File: config.mk
export PLATFORM = sky130hd
export DESIGN_NAME = draw_sprite
export DESIGN_NICKNAME = d
export VERILOG_FILES = /design/src/rtl/draw_sprite.sv
export SDC_FILE = /design/constraint.sdc
export NUM_CORES = 1
export LEC_CHECK = 0
export BUFFER_PORTS_ARGS = -buffer_cell sky130_fd_sc_hd__buf_4
export CAP_MARGIN = 5
export CORE_MARGIN = 2
export CORE_UTILIZATION = 45
export CTS_CLUSTER_DIAMETER = 50
export DETAILED_ROUTE_END_ITERATION = 8
export PLACE_DENSITY = 0.81
export SETUP_SLACK_MARGIN = 0.02
export SYNTH_ARGS = -nofsm -noshare
export SYNTH_HDL_FRONTEND = slang
export SYNTH_SLANG_ARGS = --single-unit
File: constraint.sdc
create_clock -name pclk -period 2.4 [get_ports pclk]
set_input_delay 0.12 -clock pclk [delete_from_list [all_inputs] [get_ports pclk]]
set_output_delay 0.12 -clock pclk [all_outputs]
set_load 0.02 [all_outputs]
File: src/rtl/draw_sprite.sv
// draw_sprite: overlays a ROM-backed sprite on the VGA stream through a fixed 3-clock pipeline
module draw_sprite #(
  parameter int WIDTH = 32,
  parameter int HEIGHT = 32,
  parameter logic [11:0] KEY_COLOR = 12'hF0F
) (
  input  logic        pclk,
  input  logic        rst,
  input  logic [10:0] hcount_in,
  input  logic        hsync_in,
  input  logic        hblnk_in,
  input  logic [10:0] vcount_in,
  input  logic        vsync_in,
  input  logic        vblnk_in,
  input  logic [11:0] rgb_in,
  input  logic [11:0] xpos,
  input  logic [11:0] ypos,
  input  logic        visible,
  output logic [11:0] rom_addr,
  input  logic [11:0] rom_data,
  output logic [10:0] hcount_out,
  output logic        hsync_out,
  output logic        hblnk_out,
  output logic [10:0] vcount_out,
  output logic        vsync_out,
  output logic        vblnk_out,
  output logic [11:0] rgb_out
);
  logic [11:0] xpos_q, ypos_q, rom_addr_q, addr_d, rgb_q1, rgb_q2, rgb_q3, rgb_d;
  logic        vis_q, vblnk_prev_q, inbox, inbox_q1, inbox_q2;
  logic [12:0] hc, vc, xp, yp;
  logic [5:0]  dx, dy;
  logic [25:0] tim_in, tim_q1, tim_q2, tim_q3;
  assign tim_in = {hcount_in, hsync_in, hblnk_in, vcount_in, vsync_in, vblnk_in};
  // in-box test on the incoming pixel, ROM address, and final compositing mux
  always_comb begin
    hc = {2'b00, hcount_in};
    vc = {2'b00, vcount_in};
    xp = {1'b0, xpos_q};
    yp = {1'b0, ypos_q};
    dx = hcount_in[5:0] - xpos_q[5:0];
    dy = vcount_in[5:0] - ypos_q[5:0];
    inbox = vis_q && hc >= xp && hc < xp + 13'(WIDTH) && vc >= yp && vc < yp + 13'(HEIGHT)
            && !hblnk_in && !vblnk_in;
    addr_d = inbox ? {dy, dx} : 12'h000;
    rgb_d = (tim_q2[13] || tim_q2[0]) ? 12'h000
          : (inbox_q2 && rom_data != KEY_COLOR) ? rom_data : rgb_q2;
  end
  // position is sampled only on the rising edge of vertical blank so a frame never tears
  always_ff @(posedge pclk) begin
    if (rst) begin
      xpos_q <= '0;
      ypos_q <= '0;
      vis_q <= 1'b0;
      vblnk_prev_q <= 1'b0;
    end else begin
      vblnk_prev_q <= vblnk_in;
      if (vblnk_in && !vblnk_prev_q) begin
        xpos_q <= xpos;
        ypos_q <= ypos;
        vis_q <= visible;
      end
    end
  end
  // three-stage pipeline: address/timing, ROM wait, composite
  always_ff @(posedge pclk) begin
    if (rst) begin
      rom_addr_q <= '0;
      inbox_q1 <= 1'b0;
      inbox_q2 <= 1'b0;
      tim_q1 <= '0;
      tim_q2 <= '0;
      tim_q3 <= '0;
      rgb_q1 <= '0;
      rgb_q2 <= '0;
      rgb_q3 <= '0;
    end else begin
      rom_addr_q <= addr_d;
      inbox_q1 <= inbox;
      inbox_q2 <= inbox_q1;
      tim_q1 <= tim_in;
      tim_q2 <= tim_q1;
      tim_q3 <= tim_q2;
      rgb_q1 <= rgb_in;
      rgb_q2 <= rgb_q1;
      rgb_q3 <= rgb_d;
    end
  end
  assign rom_addr = rom_addr_q;
  assign {hcount_out, hsync_out, hblnk_out, vcount_out, vsync_out, vblnk_out} = tim_q3;
  assign rgb_out = rgb_q3;
endmodule

* Yosys cells after proc, flatten, opt, wreduce, memory -nomap -nowiden *
Index checks and enable logic that the tools add are counted.

word-level totals
  register bits = 154
  input bits = 77
  word-level logic and storage cells = 38
  output and inout bits = 50

operators by class
  equality and inequality tests = 1
  bitwise gates (word level) = 1
  $lt $le $gt $ge = 4
  reduce and logical (&&, ||, !) cells = 14
  multiplexer cells = 1
  add/subtract/negate cells = 4

operator list
  operator                                       number
  adder 12 x 6 -> 13 bit, second input constant  2
  < comparator 11 x 13 -> 1 bit                  2
  >= comparator 11 x 12 -> 1 bit                 2
  two-way mux 12 bit                             1
  != test 12 bit, second input constant          1
  subtractor 6 bit                               2
  logical AND 1 bit                              8
  OR reduction 2 bit                             2
  logical NOT 1 bit                              3
  logical OR 1 bit                               1
  inverter 1 bit                                 1

* Longest topological paths before layout *
  word-level depth = 9
  depth in mapped cells = 11
  depth with buffers taken out = 10

* Worst setup path after synthesis *
OpenSTA, ideal clock, no wires.

  kind = flip-flop to flip-flop
  start point = reg xpos_q[7]
  end point = reg rom_addr_q[10] (netlist: rom_addr[10])
  data required time = 2.336 ns
  path buffers = 1
  cell stages (with the launch flop) = 12
  period minus slack after synthesis = 2.272 ns
  setup slack = 0.128 ns
  setup time = 0.064 ns
  arrival = 2.208 ns
  cells stage by stage = dfxtp_1 > inv_1 > nor4_1 > xnor2_1 > ha_1 > and4_1 > a21oi_1 > a221oi_2 > a211oi_1 > nand4_2 > buf_6 > nor2_1

on the way
  longest elaborated chain between the ends = 9
  elaborated cells on any way between the ends = 11
  those cells by class = 1 x add/sub; 2 x order compare; 1 x bitwise; 7 x reduce/logical

ends and longest elaborated chain
  element                                                                          line  RTL
  start, declared                                                                  29    logic [11:0] xpos_q, ypos_q, rom_addr_q, addr_d, rgb_q1, rgb_q2, rgb_q3, rgb_d;
  start signal, assigned                                                           59    xpos_q <= xpos;
  adder 12 x 6 -> 13 bit / >= comparator 11 x 12 -> 1 bit (equally long branches)  43    inbox = vis_q && hc >= xp && hc < xp + 13'(WIDTH) && vc >= yp && vc < yp + 13'(HEIGHT)
  < comparator 11 x 13 -> 1 bit / logical AND 1 bit (equally long branches)        43
  logical AND 1 bit * (3 in a row)                                                 43
  logical AND 1 bit * (2 in a row)                                                 44    && !hblnk_in && !vblnk_in;
  inverter 1 bit (no source line) *                                                -
  OR reduction 2 bit (no source line) *                                            -
  end signal, assigned                                                             78    rom_addr_q <= addr_d;
  end, declared                                                                    29

Mark *: on every way between the ends. The rest lies on a longest branch, timed or not.
A chain may end at the register's enable or synchronous reset.

* Final worst setup path *
  start point = reg ypos_q[0]
  end point = reg rom_addr_q[9] (netlist: rom_addr[9])

on the way
  longest elaborated chain between the ends = 7
  elaborated cells on any way between the ends = 10
  those cells by class = 2 x add/sub; 2 x order compare; 1 x bitwise; 5 x reduce/logical

ends and longest elaborated chain
  element                                                                          line  RTL
  start, declared                                                                  29
  start signal, assigned                                                           60    ypos_q <= ypos;
  adder 12 x 6 -> 13 bit / >= comparator 11 x 12 -> 1 bit (equally long branches)  43
  < comparator 11 x 13 -> 1 bit / logical AND 1 bit (equally long branches)        43
  logical AND 1 bit                                                                43
  logical AND 1 bit (2 in a row)                                                   44
  inverter 1 bit (no source line)                                                  -
  OR reduction 2 bit (no source line)                                              -

Several ways; a longest one is shown, not always the timed one.

==> results.yml <==
run_status:
  status: "complete, no violations"
place:
  dp.final_hpwl_um: 8870
  gp_congestion: 0.873
  port_buffers: 126
drt:
  wl_um: 13500
  ant_nets: 0
  drc_errors: 0
  num_vias: 4479
  viasPerCell: 4.63
  post_drt_wl_per_cell_um: 14.0
  dr.pass1.iters: 4
  initialDrtViolationCount: 187
setup_path:
  r2r_end: "rom_addr[9]"
  crit_required_ps: 2770
  crit_fanout: 7
  path_buf_inv: 1
  critical_path_arrival_ps: 2720
  cpMaxStageDelayCell: "fa_1"
  cp_cell_sequence: "ha_1 -> fa_1 -> nor2b_1 -> o22ai_1 -> a21o_1 -> a211oi_2 -> nand4_2 -> buf_6 -> and3b_1"
  cp_top_family: "adder cells"
  crit_path_end_kind: "flop"
  cpPeakStageDelay_ps: 400
  crit_type: "flop to flop"
  crit_path_start_kind: "flop"
  rrSetupSlack_ps: 40
  reg2regPathDepth: 9
  r2r_start: "ypos_q[0]"
synthesis:
  synth_nets: 685
  ys.flop_type: "dfxtp_1"
  ys_ff_latch: 153
  synthTopCellsByCount: "dfxtp_1, nor2b_1, nand2_1"
  synth.most_common_cell: "dfxtp_1"
  async_flop_share_pct: 0
  yosysSeqAreaShare_pct: 54.2
  synth-edff-count: 0
  synth_cell_type_count: 43
  yosys_warnings: 0
  synthCells: 570
  yosysTopAreaCellShare_pct: 54.2
  netlist_area_um2: 5660
  avgSynthCellArea_um2: 9.92
  synth_area_leaders: "dfxtp_1, nor2b_1, ha_1"
  synth_area_leader_cell: "dfxtp_1"
timing:
  slew_headroom_pct: 46.0
  finalSetupViolCount: 0
  max_freq_mhz: 424
  final_max_slew_viol_count: 0
  period_needed_ps: 2360
  rsz0062_at_grt: "yes"
  hold_viol: 0
  fin_hold_ws_ps: 16.6
  fin_crit_sh_pct: 98.2
  tightest_slew_ps: 809
  skew_ps: 8.01
  fin_tns_setup_ps: 0
cts:
  clock_latency_ps: 420
  h-tree-depth: 4
  cts_root_buffer: "clkbuf_16"
  cts_tree: "built"
  numCtsBuffers: 17
  clkSlewWorstSetupHoldPaths_ps: 60
  clockBufferDepth: 2
  cts_setup_buffers: 0
  clkSinkCount: 153
die:
  initial_core_util_pct: 46.5
  die_height_um: 116
  dieArea_um2: 13500
  io_pins: 127
  die_x_um: 116
  core_region_area_um2: 12200
  placementRows: 40
worst_hold_path:
  min_path_type: "input pin to flop"
  hold_depth: 3
  hold_end: "tim_q1[3]"
  hp-start: "vcount_in[1]"
finish:
  multi_input_area_um2: 2450
  nNetsFinal: 901
  utilization_pct: 68.2
  antenna_cells: 0
  area_growth_pct: 46.6
  seq_area_um2: 3070
  drive_gt1_share_pct: 24.4
  n_fill_cell: 891
global_routing:
  antenna_found_initial: 0
  grt_pass1_vias: 4651
  grt-ovfl-total: 0
  grt_pass1_wl_um: 21500
  grt_max_degree: 88
  track_usage_pct: 20.9
power_and_ir_drop:
  ir_drop_mv: 0.377
  p_per_area_nw_per_um2: 733
  p_leak_nw: 3.69
flow_run:
  maxCapViolCount: 0
cells in the final DEF, fill, tap and decap left out, types with 5 or more instances in the layout:
cell,n
ha_1,35
xnor2_1,11
clkbuf_16,17
o21ai_0,5
a21oi_1,39
inv_1,27
a21o_1,7
buf_4,144
dlygate4sd3_1,74
dfxtp_1,151
nor2_1,31
mux2i_1,9
nand2_1,66
nor2b_1,106
worst reg2reg max path, stage by stage (launching register included):
cell and delay [ps]:
dfxtp_1 330, ha_1 230, fa_1 400, nor2b_1 200, o22ai_1 150, a21o_1 200, a211oi_2 270, nand4_2 170
buf_6 170, and3b_1 190
logic make-up (layout without fill, tap and decap cells):
| logic type | after synthesis | in the layout | synth area share [%] |
|---|---|---|---|
| muxes | 9 | 9 | 1.59 |
| buffers and inverters | 50 | 279 | 3.47 |
| DFF | 153 | 153 | 54.2 |
| adders and majority gates | 38 | 38 | 8.67 |
| and+or+nand+nor | 239 | 239 | 23.0 |
| AOI/OAI and AO/OA | 68 | 68 | 7.10 |
| xor gates and xnor gates | 13 | 13 | 2.01 |
metrics by stage:
| stage | total power, mW | setup WS (ps) | std cells | area, µm² |
|---|---|---|---|---|
| finish | 6.07 | 42.2 | 967 | 8290 |
| CTS | 6.10 | 28.0 | 967 | 8230 |
| detailed placement | 3.29 | -52.0 | 861 | 6870 |
| global route | 6.30 | -76.7 | 967 | 8290 |
| global placement | 3.27 | -31.4 | 861 | 6870 |
| floorplan | 3.05 | 128 | 570 | 5660 |
worst max-delay path by stage:
stage / start / to / slack, ps / cells after the start
after floorplan: xpos_q[7] / rom_addr[10] / 130 / 11
after global placement: xpos_q[7] / rom_addr[9] / -30 / 11
after detailed placement: xpos_q[7] / rom_addr[9] / -50 / 11
after CTS: ypos_q[0] / rom_addr[9] / 30 / 9
after global routing: xpos_q[5] / rom_addr[3] / -80 / 11
final: ypos_q[0] / rom_addr[9] / 40 / 9
area by class of cell:
type                            instances  area share, %
Multi-Input combinational cell        367           29.6
Tap cell                              168           2.54
Timing Repair Buffer                  220           22.2
Clock inverter                         13           2.02
Sequential cell                       153           37.0
Inverter                               27           1.22
Clock buffer                           19           5.34
routing by layer:
layer / routed length (µm) / global-route usage, % / share of wire, %
met5: 0 / 0 / 0
met4: 428 / 11.8 / 3.2
met3: 787 / 5.81 / 5.8
met2: 6540 / 35.5 / 48
met1: 5750 / 23.6 / 43
flip-flops by register name (all words and copies together), names as in the netlist:
signal,cells
vis_q,1
inbox_q2,1
ypos_q,12
rom_addr,12
tim_q2,26
rgb_q1,12
tim_q1,26
rgb_q2,12
tim_q3,26
rgb_out,12
xpos_q,12
inbox_q1,1
power breakdown:
part | total, mW | switching, mW | internal [mW]
registers | 2.68 | 0.0369 | 2.64
logic | 0.684 | 0.318 | 0.366
clock network | 2.71 | 1.04 | 1.67
what timing repair did:
| item | CTS | global route |
|---|---|---|
| endpoints found under the hold margin | 74 | 0 |
| gates resized for setup | 2 | 16 |
| pin swaps | 0 | 10 |
| hold buffers | 74 | 0 |
| endpoints found under the setup margin | 5 | 13 |
No activity file was read; power rests on OpenSTA's default activity.
